--- config.mk ---
export PLATFORM = sky130hd
export DESIGN_NAME = sc_s2b_counter
export DESIGN_NICKNAME = d
export VERILOG_FILES = /design/src/rtl/sc_s2b_counter.sv
export SDC_FILE = /design/constraint.sdc
export NUM_CORES = 1
export LEC_CHECK = 0
export ABC_AREA = 1
export BUFFER_PORTS_ARGS = -buffer_cell sky130_fd_sc_hd__buf_2
export CORE_UTILIZATION = 37
export CTS_BUF_LIST = sky130_fd_sc_hd__clkbuf_2 sky130_fd_sc_hd__clkbuf_4 sky130_fd_sc_hd__clkbuf_8
export CTS_CLUSTER_DIAMETER = 120
export DETAILED_ROUTE_END_ITERATION = 8
export PLACE_DENSITY = 0.53
export SLEW_MARGIN = 10
export SYNTH_ARGS = -nofsm -noshare
export SYNTH_HDL_FRONTEND = slang
export SYNTH_SLANG_ARGS = --single-unit
--- constraint.sdc ---
create_clock -name clk -period 3.18 [get_ports clk]
set_clock_uncertainty 0.15 [all_clocks]
set_input_delay 0.318 -clock clk [delete_from_list [all_inputs] [get_ports clk]]
set_output_delay 0.318 -clock clk [all_outputs]
set_load 0.02 [all_outputs]
--- src/rtl/sc_s2b_counter.sv ---
// Stochastic-to-binary converter: counts ones per lane over 2^k valid samples, then scales to WIDTH bits.
// done (and fresh Bzs/k_out) follows the edge that accepts the 2^k-th sample; no backpressure, valid_in qualifies samples.
module sc_s2b_counter #(
    parameter  int WIDTH      = 8,
    parameter  int NUM_INPUTS = 8,
    localparam int ET_W       = $clog2(WIDTH + 1)
) (
    input  logic                  clk,
    input  logic                  rst_n,
    input  logic                  start,
    input  logic [ET_W-1:0]       et_log2,
    input  logic                  valid_in,
    input  logic [NUM_INPUTS-1:0] Xs,
    output logic                  busy,
    output logic                  done,
    output logic [ET_W-1:0]       k_out,
    output logic [WIDTH-1:0]      Bzs [NUM_INPUTS]
);

    typedef enum logic [1:0] {S_IDLE, S_RUN, S_DONE} state_t;
    typedef logic [WIDTH:0] cnt_t;

    state_t           state_q, state_d;
    logic [ET_W-1:0]  k_q, k_d;
    logic [ET_W-1:0]  kout_q, kout_d;
    cnt_t             smp_q, smp_d;
    cnt_t             cnt_q [NUM_INPUTS];
    cnt_t             cnt_d [NUM_INPUTS];
    logic [WIDTH-1:0] bzs_q [NUM_INPUTS];
    logic [WIDTH-1:0] bzs_d [NUM_INPUTS];

    // A count of 2^k shifted up by WIDTH-k lands on 2^WIDTH, which must clip to all-ones.
    function automatic logic [WIDTH-1:0] scale_sat(input cnt_t c, input logic [ET_W-1:0] k);
        cnt_t s;
        s = c << (ET_W'(WIDTH) - k);
        return s[WIDTH] ? '1 : s[WIDTH-1:0];
    endfunction

    always_comb begin
        state_d = state_q;
        k_d     = k_q;
        kout_d  = kout_q;
        smp_d   = smp_q;
        cnt_d   = cnt_q;
        bzs_d   = bzs_q;
        case (state_q)
            S_IDLE: begin
                if (start) begin
                    if (et_log2 == '0)
                        k_d = ET_W'(1);
                    else if (et_log2 > ET_W'(WIDTH))
                        k_d = ET_W'(WIDTH);
                    else
                        k_d = et_log2;
                    smp_d = '0;
                    for (int i = 0; i < NUM_INPUTS; i++) cnt_d[i] = '0;
                    state_d = S_RUN;
                end
            end
            S_RUN: begin
                if (valid_in) begin
                    smp_d = smp_q + cnt_t'(1);
                    for (int i = 0; i < NUM_INPUTS; i++) cnt_d[i] = cnt_q[i] + cnt_t'(Xs[i]);
                    if (smp_d == (cnt_t'(1) << k_q)) begin
                        kout_d = k_q;
                        for (int i = 0; i < NUM_INPUTS; i++) bzs_d[i] = scale_sat(cnt_d[i], k_q);
                        state_d = S_DONE;
                    end
                end
            end
            S_DONE:  state_d = S_IDLE;
            default: state_d = S_IDLE;
        endcase
    end

    always_ff @(posedge clk or negedge rst_n) begin
        if (!rst_n) begin
            state_q <= S_IDLE;
            k_q     <= '0;
            kout_q  <= '0;
            smp_q   <= '0;
            for (int i = 0; i < NUM_INPUTS; i++) begin
                cnt_q[i] <= '0;
                bzs_q[i] <= '0;
            end
        end else begin
            state_q <= state_d;
            k_q     <= k_d;
            kout_q  <= kout_d;
            smp_q   <= smp_d;
            cnt_q   <= cnt_d;
            bzs_q   <= bzs_d;
        end
    end

    assign busy  = (state_q != S_IDLE);
    assign done  = (state_q == S_DONE);
    assign k_out = kout_q;
    assign Bzs   = bzs_q;

endmodule

# --- Word-level counts from Yosys, hierarchy flattened ---
# Index checks and enable logic that the tools add are counted.
word_totals:
  ff_bits: 155
  output_inout_bits: 70
  wordCells: 74
classes:
  addsub: 10
  magnitude_cmp: 1
  eq_ne: 6
  n_shift: 9
  muxes: 20
  reduce_logical: 8
ops:
  columns: ["operator", "count"]
  rows:
  - ["72-bit 2-to-1 mux", 2]
  - ["72-bit case mux with 2 select lines", 1]
  - ["9-bit by 1-bit adder with 9-bit output", 8]
  - ["9-bit by 4-bit left shift with 9-bit output", 8]
  - ["8-bit 2-to-1 mux", 8]
  - ["9-bit 2-to-1 mux", 2]
  - ["9-bit case mux with 2 select lines", 1]
  - ["9-bit by 1-bit adder with 9-bit output (second input constant)", 1]
  - ["9-bit == test", 1]
  - ["3-bit AND reduction", 3]
  - ["1-bit by 4-bit left shift with 9-bit output (first input constant)", 1]
  - ["4-bit 2-to-1 mux", 2]
  - ["2-bit 2-to-1 mux", 3]
  - ["2-bit != test (second input constant)", 3]
  - ["4-bit > comparator (second input constant)", 1]
  - ["4-bit zero test", 1]
  - ["2-bit case mux with 2 select lines", 1]
  - ["2-bit nonzero test", 2]
  - ["4-bit subtractor (first input constant)", 1]
  - ["2-bit by 1-bit == test with 1-bit output (second input constant)", 1]
  - ["2-bit == test (second input constant)", 1]
  - ["2-bit zero test", 1]
  - ["2-bit AND reduction", 1]

# --- Depth between registers and ports, before layout ---
# Gate-level depths: netlist of run 1.
logic_depth:
  depth_word: 5
  depth_mapped: 18
  ltp_nobuf: 15

# --- Worst setup path before layout of run 1 ---
# OpenSTA, ideal clock, no wires.
synth_timing:
  kind: "register -> register"
  start: "reg k_q[0]"
  end: "reg bzs_q (netlist bit Bzs[60])"
  arrival_time_ns: 2.726
  required_time_ns: 2.913
  setup_slack_ns: 0.187
  stages_incl_launch_ff: 16
  n_path_buf: 6
  period_less_slack_ns: 2.993
  cell_sequence: "dfrtp_1 -> buf_2 -> inv_2 -> clkbuf_1 -> buf_2 -> ha_1 -> ha_1 -> clkbuf_1 -> inv_1 -> clkbuf_1 -> clkbuf_1 -> nand3_1 -> nand2_1 -> nand3_1 -> nor2_1 -> nor2_1"
synth_via:
  elab_chain_cells: 3
  word_cells_on_any_way: 6
synth_lines:
  columns: ["element", "line", "source"]
  rows:
  - ["from (decl)", "24", "logic [ET_W-1:0] k_q, k_d;"]
  - ["from (signal assigned)", "88", "k_q <= k_d;"]
  - ["4-bit subtractor or 1-bit by 4-bit left shift with 9-bit output (tied branches)", "35, 64", null]
  - ["9-bit by 4-bit left shift with 9-bit output or 9-bit == test (tied branches)", "35, 64", null]
  - ["8-bit 2-to-1 mux or 3-bit AND reduction (tied branches)", null, null]
  - ["to (signal assigned)", "92", "bzs_q <= bzs_d;"]
  - ["to (decl)", "29", "logic [WIDTH-1:0] bzs_q [NUM_INPUTS];"]
# Several ways; a longest one is shown, not always the timed one.
# A chain may end at the register's enable or synchronous reset.

# --- Final worst setup path of run 1 ---
layout_timing:
  start: "reg k_q[1]"
  end: "reg bzs_q (netlist bit Bzs[8])"
# The elaborated chain is that of the path after synthesis.

==> run summary, run 1 <==
The tools report the met3 routing resource usage after global routing as 2.79%. The clock network is responsible for 9.2% of the overall power. The post-route clock period utilization came out at 85.5%. For the area occupied by registers, the log shows 0.00388 mm². After the last flow step, the layout net total stands at 1,768.

The critical path in this run is classified as flip-flop to flip-flop. The die outline area is 0.0296 mm², and the number of sinks handled by clock tree synthesis is 155. The class of the tightest hold or removal check is input pin to flip-flop. Yosys printed 0 warnings.

The cell that appears most often on the critical path is sky130_fd_sc_hd__nor2_1. The slowest stage of the critical path is the sky130_fd_sc_hd__dfrtp_1 cell. The worst setup path is launched from a flip-flop. The tools report the achievable clock frequency as 0.368 GHz.

After floorplanning, the core was sized to cover 0.0281 mm². The element type at the critical path end is a flip-flop. The smallest clock period supported by the final layout is computed as 2720 ps.

For the wire length of the first global-routing pass, the log shows 53.7 mm. For the worst-skew pair, the clock arrives at the later sink with an insertion delay of 480 ps. CTS placed an instance of sky130_fd_sc_hd__clkbuf_8 at the clock tree root. The finished cells cover 0.0119 mm². The cell area after technology mapping was 0.0107 mm²; the final worst hold slack was 123 ps.

The final count of negative-setup-slack endpoints is 0, and the number of pins exceeding their max-slew limit in the final report is 0. Buffers placed on the I/O ports in this run total 85. met2 is the most crowded layer. The via density per instance was 5.15; the number of buffers created by CTS was 17. The worst-case IR drop observed on VDD is 0.746 mV. Routability-driven placement finished with a final weighted congestion of 0.868. The initial antenna violation count was 1. The run gives 10,713 as the via count of the first global-routing pass.

For this block, the initial DRC count from the detailed router was 556. The tools report the number of failing hold endpoints at the final stage as 0. In this run the worst path has a maximum fanout of 52. The critical path goes through inv_1 > ha_1 > ha_1 > nand2_1 > nand2_1 > nand3_1 > nor2_1 > nand3_1 > nor2_1 > nand2_1 > nor2_4 > buf_12 > nand2_2 > nor2_1 > nor2_1. Max-cap violations in this run came to 0.

The number of buffers and inverters on the critical path was 2; the die extent in y was 172 µm. The proportion of power drawn by combinational gates was 67.5%; the area added between synthesis and finish was 11.2%. Adding up every negative setup slack in the final design gives 0 ps. The number of remaining DRC errors was 0; the average routed wire per standard cell was 15.6 µm.

The width of the chip was 172 µm. TritonCTS built the clock tree. Global routing consumed, on the met2 layer, 41.6% of the routing resources. After clock tree synthesis, the setup repair step added 0 buffers. The global routing usage summed across all routing layers is 23.3%, and the switching power as a share of total power is 57.0%. In this design, the stage delay of the slowest critical-path cell is 410 ps. The run gives 0 as the number of nets still failing antenna checks after routing.

At the pin with the least slew margin, the transition time is 633 ps. The clock slew at the register clock pins of the worst setup and hold paths was 90 ps. The flow ran to the end, and the final reports show no timing, DRC or antenna violations. The logs give 38.1% for the initial standard-cell utilization of the core and 1,670 for the cell count after synthesis. Sequential cells were found to cover 36.3% of the synthesized design area. The fraction of final layout cells with drive strength greater than 1 was 9.69%. Data arrives at the worst endpoint at 2920 ps. The number of antenna diodes in the final layout is 0. The number of inserted filler cells in the final layout was 3,074. The buffer levels on the longest clock path is 2. Counting flops and latches in the post-synthesis netlist gives 155. The first detailed-routing pass took 5 iterations. Internal power comes to 6450 µW.

For the net count after synthesis, the log shows 1,716. In this run the power density over the cells is 1260 mW/mm². The average cell area after synthesis was 6.40 µm²; the area occupied by multi-input gates was 0.00584 mm².

The placed instances occupy a cell area of 0.0115 mm². For the global route total overflow, the log shows 0. Headroom to the max-slew limit came out at 57.8%. The tools report the number of library cell types mapped by synthesis as 29. After legalization and detailed placement, the total HPWL measured 23.1 mm. The sequential fraction of design power was 23.3%; the maximum number of pins on one net before global-route repair was 90.

The analysis attributes to cell leakage a power of 0.00599 µW. Setup repair after global routing left no endpoint under its margin. During I/O placement, the number of pins put on the boundary was 86. After detailed routing, the total wire length is 32.9 mm.

Summed over all nets, the switching power comes to 8560 µW. The tools report the maximum level of the CTS H-tree as 4. The logs give 10,869 for the total number of vias and 3390 ps for the required time at the worst-slack endpoint. Row generation in the floorplan step produced 61 rows. The met1 layer usage reported by global route was 29.0%. Broken down by cell family, the worst path's largest delay share belongs to simple AND/OR/NAND/NOR gates.
## tightest hold or removal path, stage by stage
cell	delay (ps)
sky130_fd_sc_hd__buf_2	90
sky130_fd_sc_hd__ha_1	160
sky130_fd_sc_hd__nand3_1	80
sky130_fd_sc_hd__nand2_1	60
## stage by stage
step	setup WS (ps)	utilization, %	cells	power, µW
floorplan	187	-	1670	10500
global placement	352	41.0	2076	13600
finish	462	42.3	2112	15000
global route	167	42.3	2112	16500
CTS	257	42.3	2112	15100
detailed placement	287	41.0	2076	13600
## cell usage in the layout, fill, tap and decap left out, types with 8 or more instances in the layout
master and n:
sky130_fd_sc_hd__inv_1 154, sky130_fd_sc_hd__o21ai_0 89, sky130_fd_sc_hd__or2_2 8, sky130_fd_sc_hd__ha_1 30, sky130_fd_sc_hd__buf_2 84, sky130_fd_sc_hd__clkbuf_8 18
sky130_fd_sc_hd__inv_2 8, sky130_fd_sc_hd__nand2_1 438, sky130_fd_sc_hd__buf_4 20, sky130_fd_sc_hd__o22ai_1 20, sky130_fd_sc_hd__o211ai_1 8, sky130_fd_sc_hd__nor2_1 258
sky130_fd_sc_hd__nand3_1 352, sky130_fd_sc_hd__a21oi_1 29, sky130_fd_sc_hd__dfrtp_1 154
## path summary, 6_finish.rpt
path | start | to | slack [ps] | cells past startpoint
min in group asynchronous | rst_n | smp_q[7] | 230 | 2
max reg2reg | k_q[1] | Bzs[8] | 460 | 15
max in group asynchronous | rst_n | cnt_q[29] | 1850 | 3
min reg2reg | k_out[3] | k_out[3] | 340 | 2
min | Xs[6] | cnt_q[9] | 120 | 4
max | k_q[1] | Bzs[8] | 460 | 15
## area by class of cell
type | instances | share of cell area, %
clock inverter | 11 | 0.631
timing repair buffer | 116 | 6.32
sequential | 155 | 32.6
clock buffer | 20 | 2.21
tap | 378 | 3.98
multi-input combinational | 1270 | 49.1
inverter | 162 | 5.11
## per-layer routing
layer / vias to the layer above / wire [µm]
met5: - / 0
met4: 0 / 771
met3: 45 / 1010
met2: 224 / 16200
met1: 5106 / 14900
li1: 5494 / -
## cell usage after synthesis (all sizes together)
cell type,number,area (µm²)
nand3b,1,7.51
ha,30,375
inv,162,608
xnor2,1,8.76
o21ai,95,475
dfrtp,155,3880
o211ai,8,60.1
nor3,7,40.0
nand4,4,25.0
buf,28,169
or2,8,50.1
o21bai,4,30.0
and2,5,31.3
nand3,352,1760
xor2,3,33.8
a21oi,29,145
nand2,441,1660
clkbuf,55,206
nor2,262,1000
o22ai,20,125
## power by group through the flow
stage / Sequential (µW) / Combinational (µW) / Clock [µW]
final: 3490 / 10100 / 1380
after global routing: 3620 / 11400 / 1490
after detailed placement: 3530 / 10100 / 0
after global placement: 3510 / 10100 / 0
after floorplan: 3950 / 6550 / 0
after CTS: 3500 / 10200 / 1420
## state kept, by name, summed over array words and instances, names as in the netlist
name     flops
k_q          4
Bzs         64
cnt_q       72
k_out        4
state_q      2
smp_q        9
## logic make-up after synthesis
group                    count (synthesis)  synth area share [%]
AO/OA/AOI/OAI                          156                  7.82
XOR/XNOR                                 4                 0.398
adder cells (fa/ha/maj)                 30                  3.51
buffers and inverters                  245                  9.20
flip-flops                             155                  36.3
AND/OR/NAND/NOR                       1080                  42.8
## what timing repair did
item / in CTS / in global routing
gates resized for setup: 0 / 1
setup endpoints to repair: 0 / 2
hold buffers: 5 / 0
hold endpoints to repair: 59 / 0
(Power assumes the default switching activity.)
==> inputs of run 2 (changes only) <==
RECOVER_POWER = 100   (was default)
==> run 2 against run 1 <==
Compared with the run above:
- the run now ends with max-capacitance violations, max-slew violations left
- cell area down 1.3%
- sequential power is essentially flat
- utilization shrank 0.57 points
- final cell count is the same
- fmax decreased by 1.7%
- critical path type unchanged
- global-route usage unchanged
- non-clock buffer count is the same
- critical path depth is 7 lower
- worst hold slack worse by 3.2 ps
- setup slack got worse by 47 ps
- clock power hardly changed
==> run summary, run 2 (same netlist as run 1, synthesis figures left out) <==
The logs give 1 (unchanged) for the initial antenna violation count and 23.7% (was 23.3%) for the sequential fraction of design power. The internal power was 6290 µW (was 6450 µW); the achievable clock frequency was 0.362 GHz (was 0.368 GHz). The core utilization of the finished layout was 41.8% (was 42.3%); the later-pin clock latency in the skew report was 480 ps (about the same). The maximum number of pins on one net before global-route repair was 90 (unchanged). The number of failing hold endpoints at the final stage is 0 (unchanged), and the number of cells on the worst hold path is 4 (unchanged). The class of the tightest hold or removal check is input pin to flip-flop (unchanged). The leakage power was 0.00576 µW (was 0.00599 µW); the post-route clock period utilization was 87.0% (was 85.5%).

The detailed placement HPWL is 23.1 mm (unchanged). The final reports fail on max-capacitance violations, max-slew violations. The critical path launch point type is a flip-flop (unchanged). The worst hold path endpoint was cnt_q[9] (unchanged). The critical setup path kind is flip-flop to flip-flop (unchanged). The fraction of final layout cells with drive strength greater than 1 was 5.36% (was 9.69%); the DRC marker count from the first detailed-route iteration was 639 (was 556). Element type at the critical path end: a flip-flop (unchanged).

The tools report the total number of vias as 10,912 (was 10,869). The logs give 9.3% (was 9.2%) for the part of the total power dissipated in the clock network and 7 (was 5) for the detailed-router iteration count before antenna repair. The run finished, with violations left. For the wire length of the first global-routing pass, the log shows 53.7 mm (unchanged).

The run gives 0 (unchanged) as the number of nets still failing antenna checks after routing. The depth of the worst register-to-register path was 8 (was 15); the global route total overflow was 0 (unchanged). The global routing usage summed across all routing layers was 23.3% (unchanged); the via count of the first global-routing pass was 10,713 (unchanged).

TritonCTS built the clock tree. The clock slew at the register clock pins of the worst setup and hold paths came out at 90 ps (about the same). The minimum period implied by the final worst setup slack was 2770 ps (was 2720 ps); the area of the placeable core was 0.0281 mm² (unchanged).

The initial standard-cell utilization of the core came out at 38.1% (unchanged). The total power consumption of the routed design is 14,800 µW (was 15,000 µW). The number of sinks handled by clock tree synthesis is 155 (unchanged), and the number of setup buffers added after CTS is 0 (unchanged).

The flip-flop count of the largest register after layout was 72 (unchanged). Number of buffers created by CTS: 17 (unchanged). The required time at the worst-slack endpoint was 3360 ps (was 3390 ps); the number of nets in the finished design was 1,768 (unchanged).

The antenna cell count was 0 (unchanged). The number of pins exceeding their max-slew limit in the final report is 82 (was 0), and the power per cell area is 1260 mW/mm² (about the same). The source of the worst hold timing path was Xs[6] (unchanged). The number of inserted filler cells in the final layout is 3,111 (was 3,074), and the largest fanout of any net on the critical path is 45 (was 52). The total wire length after detailed routing is 32.9 mm (about the same).

The logs give 61 (unchanged) for the row count and 120 ps (was 123 ps) for the final worst hold slack. The tools report the final RePlAce weighted congestion as 0.868 (unchanged). Final count of negative-setup-slack endpoints: 0 (unchanged). For the accumulated negative setup slack, the log shows 0 ps (unchanged).

The area added between synthesis and finish works out to 9.74% (was 11.2%). The logs give 410 ps (was 460 ps) for the worst-case register-to-register setup slack and 86 (unchanged) for the count of pins on the block boundary. The switching power as a share of total power was 57.5% (was 57.0%). Commonest non-fill, non-tap cells in the layout: sky130_fd_sc_hd__nand2_1 (439), sky130_fd_sc_hd__nand3_1 (352), sky130_fd_sc_hd__nor2_1 (259), sky130_fd_sc_hd__inv_1 (155), sky130_fd_sc_hd__dfrtp_1 (154) (was sky130_fd_sc_hd__nand2_1 (438), sky130_fd_sc_hd__nand3_1 (352), sky130_fd_sc_hd__nor2_1 (258), sky130_fd_sc_hd__dfrtp_1 (154), sky130_fd_sc_hd__inv_1 (154)). The clock root buffer master was sky130_fd_sc_hd__clkbuf_8 (unchanged). Buffer levels on the longest clock path: 2 (unchanged).

The most frequent standard cell in the layout excluding fill and tap cells was sky130_fd_sc_hd__nand2_1 (unchanged). The worst voltage drop across the vdd grid is 0.745 mV (was 0.746 mV). The top register by number of flip-flops was cnt_q (unchanged). The proportion of power drawn by combinational gates is 67.0% (was 67.5%). The reg-to-reg critical path endpoint was smp_q[3] (was Bzs[8]). The run gives 0.0117 mm² (was 0.0119 mm²) as the finished layout cell area.

The arrival time at the worst endpoint was 2950 ps (was 2920 ps). The tools report the reg-to-reg startpoint as state_q[0] (was k_q[1]). The number of max-capacitance violations reported was 2 (was 0).

The max-slew headroom at the worst pin came out at -11.6% (was 57.8%). The average routed wire per standard cell is 15.6 µm (about the same). The number of remaining DRC errors was 0 (unchanged); the maximum level of the CTS H-tree was 4 (unchanged). Die outline area: 0.0296 mm² (unchanged). The run gives 0.00388 mm² (unchanged) as the area occupied by registers. The via density per instance was 5.17 (was 5.15); the count of port buffers added during placement was 85 (unchanged). The width of the chip is 172 µm (unchanged). The reported net switching power is 8520 µW (was 8560 µW), and the transition time at the pin with the least slew margin is 1670 ps (was 633 ps). The tools report the area occupied by multi-input gates as 0.00582 mm² (was 0.00584 mm²). The die extent in y was 172 µm (unchanged). Setup repair after global routing left no endpoint under its margin. The area of placed instances came out at 0.0115 mm² (unchanged).
-- run 2: cell types whose count changed in the layout (fill, tap and decap cells not counted), moves of 2 or more --
cell                       change
sky130_fd_sc_hd__buf_2        -70
sky130_fd_sc_hd__clkbuf_4      +2
sky130_fd_sc_hd__o21ai_1       -2
sky130_fd_sc_hd__clkbuf_2      +7
sky130_fd_sc_hd__o21ai_0       +2
sky130_fd_sc_hd__buf_4         -7
sky130_fd_sc_hd__buf_12        -2
sky130_fd_sc_hd__clkbuf_1     +71
-- run 2: through the flow --
step / cells / worst slack (ps)
6_report: 2112 / 414
5_1_grt: 2112 / 101
4_1_cts: 2112 / 257
3_5_place_dp: 2076 / 287
3_3_place_gp: 2076 / 352
2_1_floorplan: 1670 / 187
-- run 2: worst max-delay path by stage --
stage | to | from | slack [ps]
after floorplan | Bzs[60] | k_q[0] | 190
after global placement | Bzs[24] | k_q[1] | 350
after detailed placement | Bzs[8] | k_q[1] | 290
after CTS | Bzs[8] | k_q[1] | 260
after global routing | Bzs[45] | rst_n | 100
final | smp_q[3] | state_q[0] | 410
-- run 2: power by group through the flow --
stage	logic, µW	clock network, µW	registers, µW
detailed placement	10100	0	3530
finish	9930	1380	3500
CTS	10200	1420	3500
global route	11200	1490	3630
floorplan	6550	0	3950
global placement	10100	0	3510
-- run 2: routing by layer --
metal	track usage [%]	share of wire, %	up-vias	wire (µm)
met5	0	0	-	0
met4	7.73	2.3	0	767
met3	2.79	3.1	44	1030
met2	41.6	49	219	16200
met1	29.0	45	5153	14800
li1	-	-	5496	-
-- run 2: layout make-up --
class | instances | share of cell area (%)
Sequential cell | 155 | 33.1
Inverter | 162 | 5.18
Clock inverter | 11 | 0.640
Tap cell | 378 | 4.03
Timing Repair Buffer | 116 | 5.24
Multi-Input combinational cell | 1270 | 49.6
Clock buffer | 20 | 2.24
-- run 2: worst max-delay path: stages, from the launching register on --
cell	delay, ps
sky130_fd_sc_hd__dfrtp_1	400
sky130_fd_sc_hd__nand2_1	130
sky130_fd_sc_hd__inv_1	90
sky130_fd_sc_hd__nand2_1	80
sky130_fd_sc_hd__clkbuf_2	900
sky130_fd_sc_hd__inv_1	130
sky130_fd_sc_hd__clkbuf_2	430
sky130_fd_sc_hd__nand2_1	170
sky130_fd_sc_hd__o21ai_0	110
-- run 2: timing repair --
item,in CTS,in global routing
setup endpoints to repair,0,2
gates resized for setup,0,1
hold buffers,5,0
hold endpoints to repair,59,0
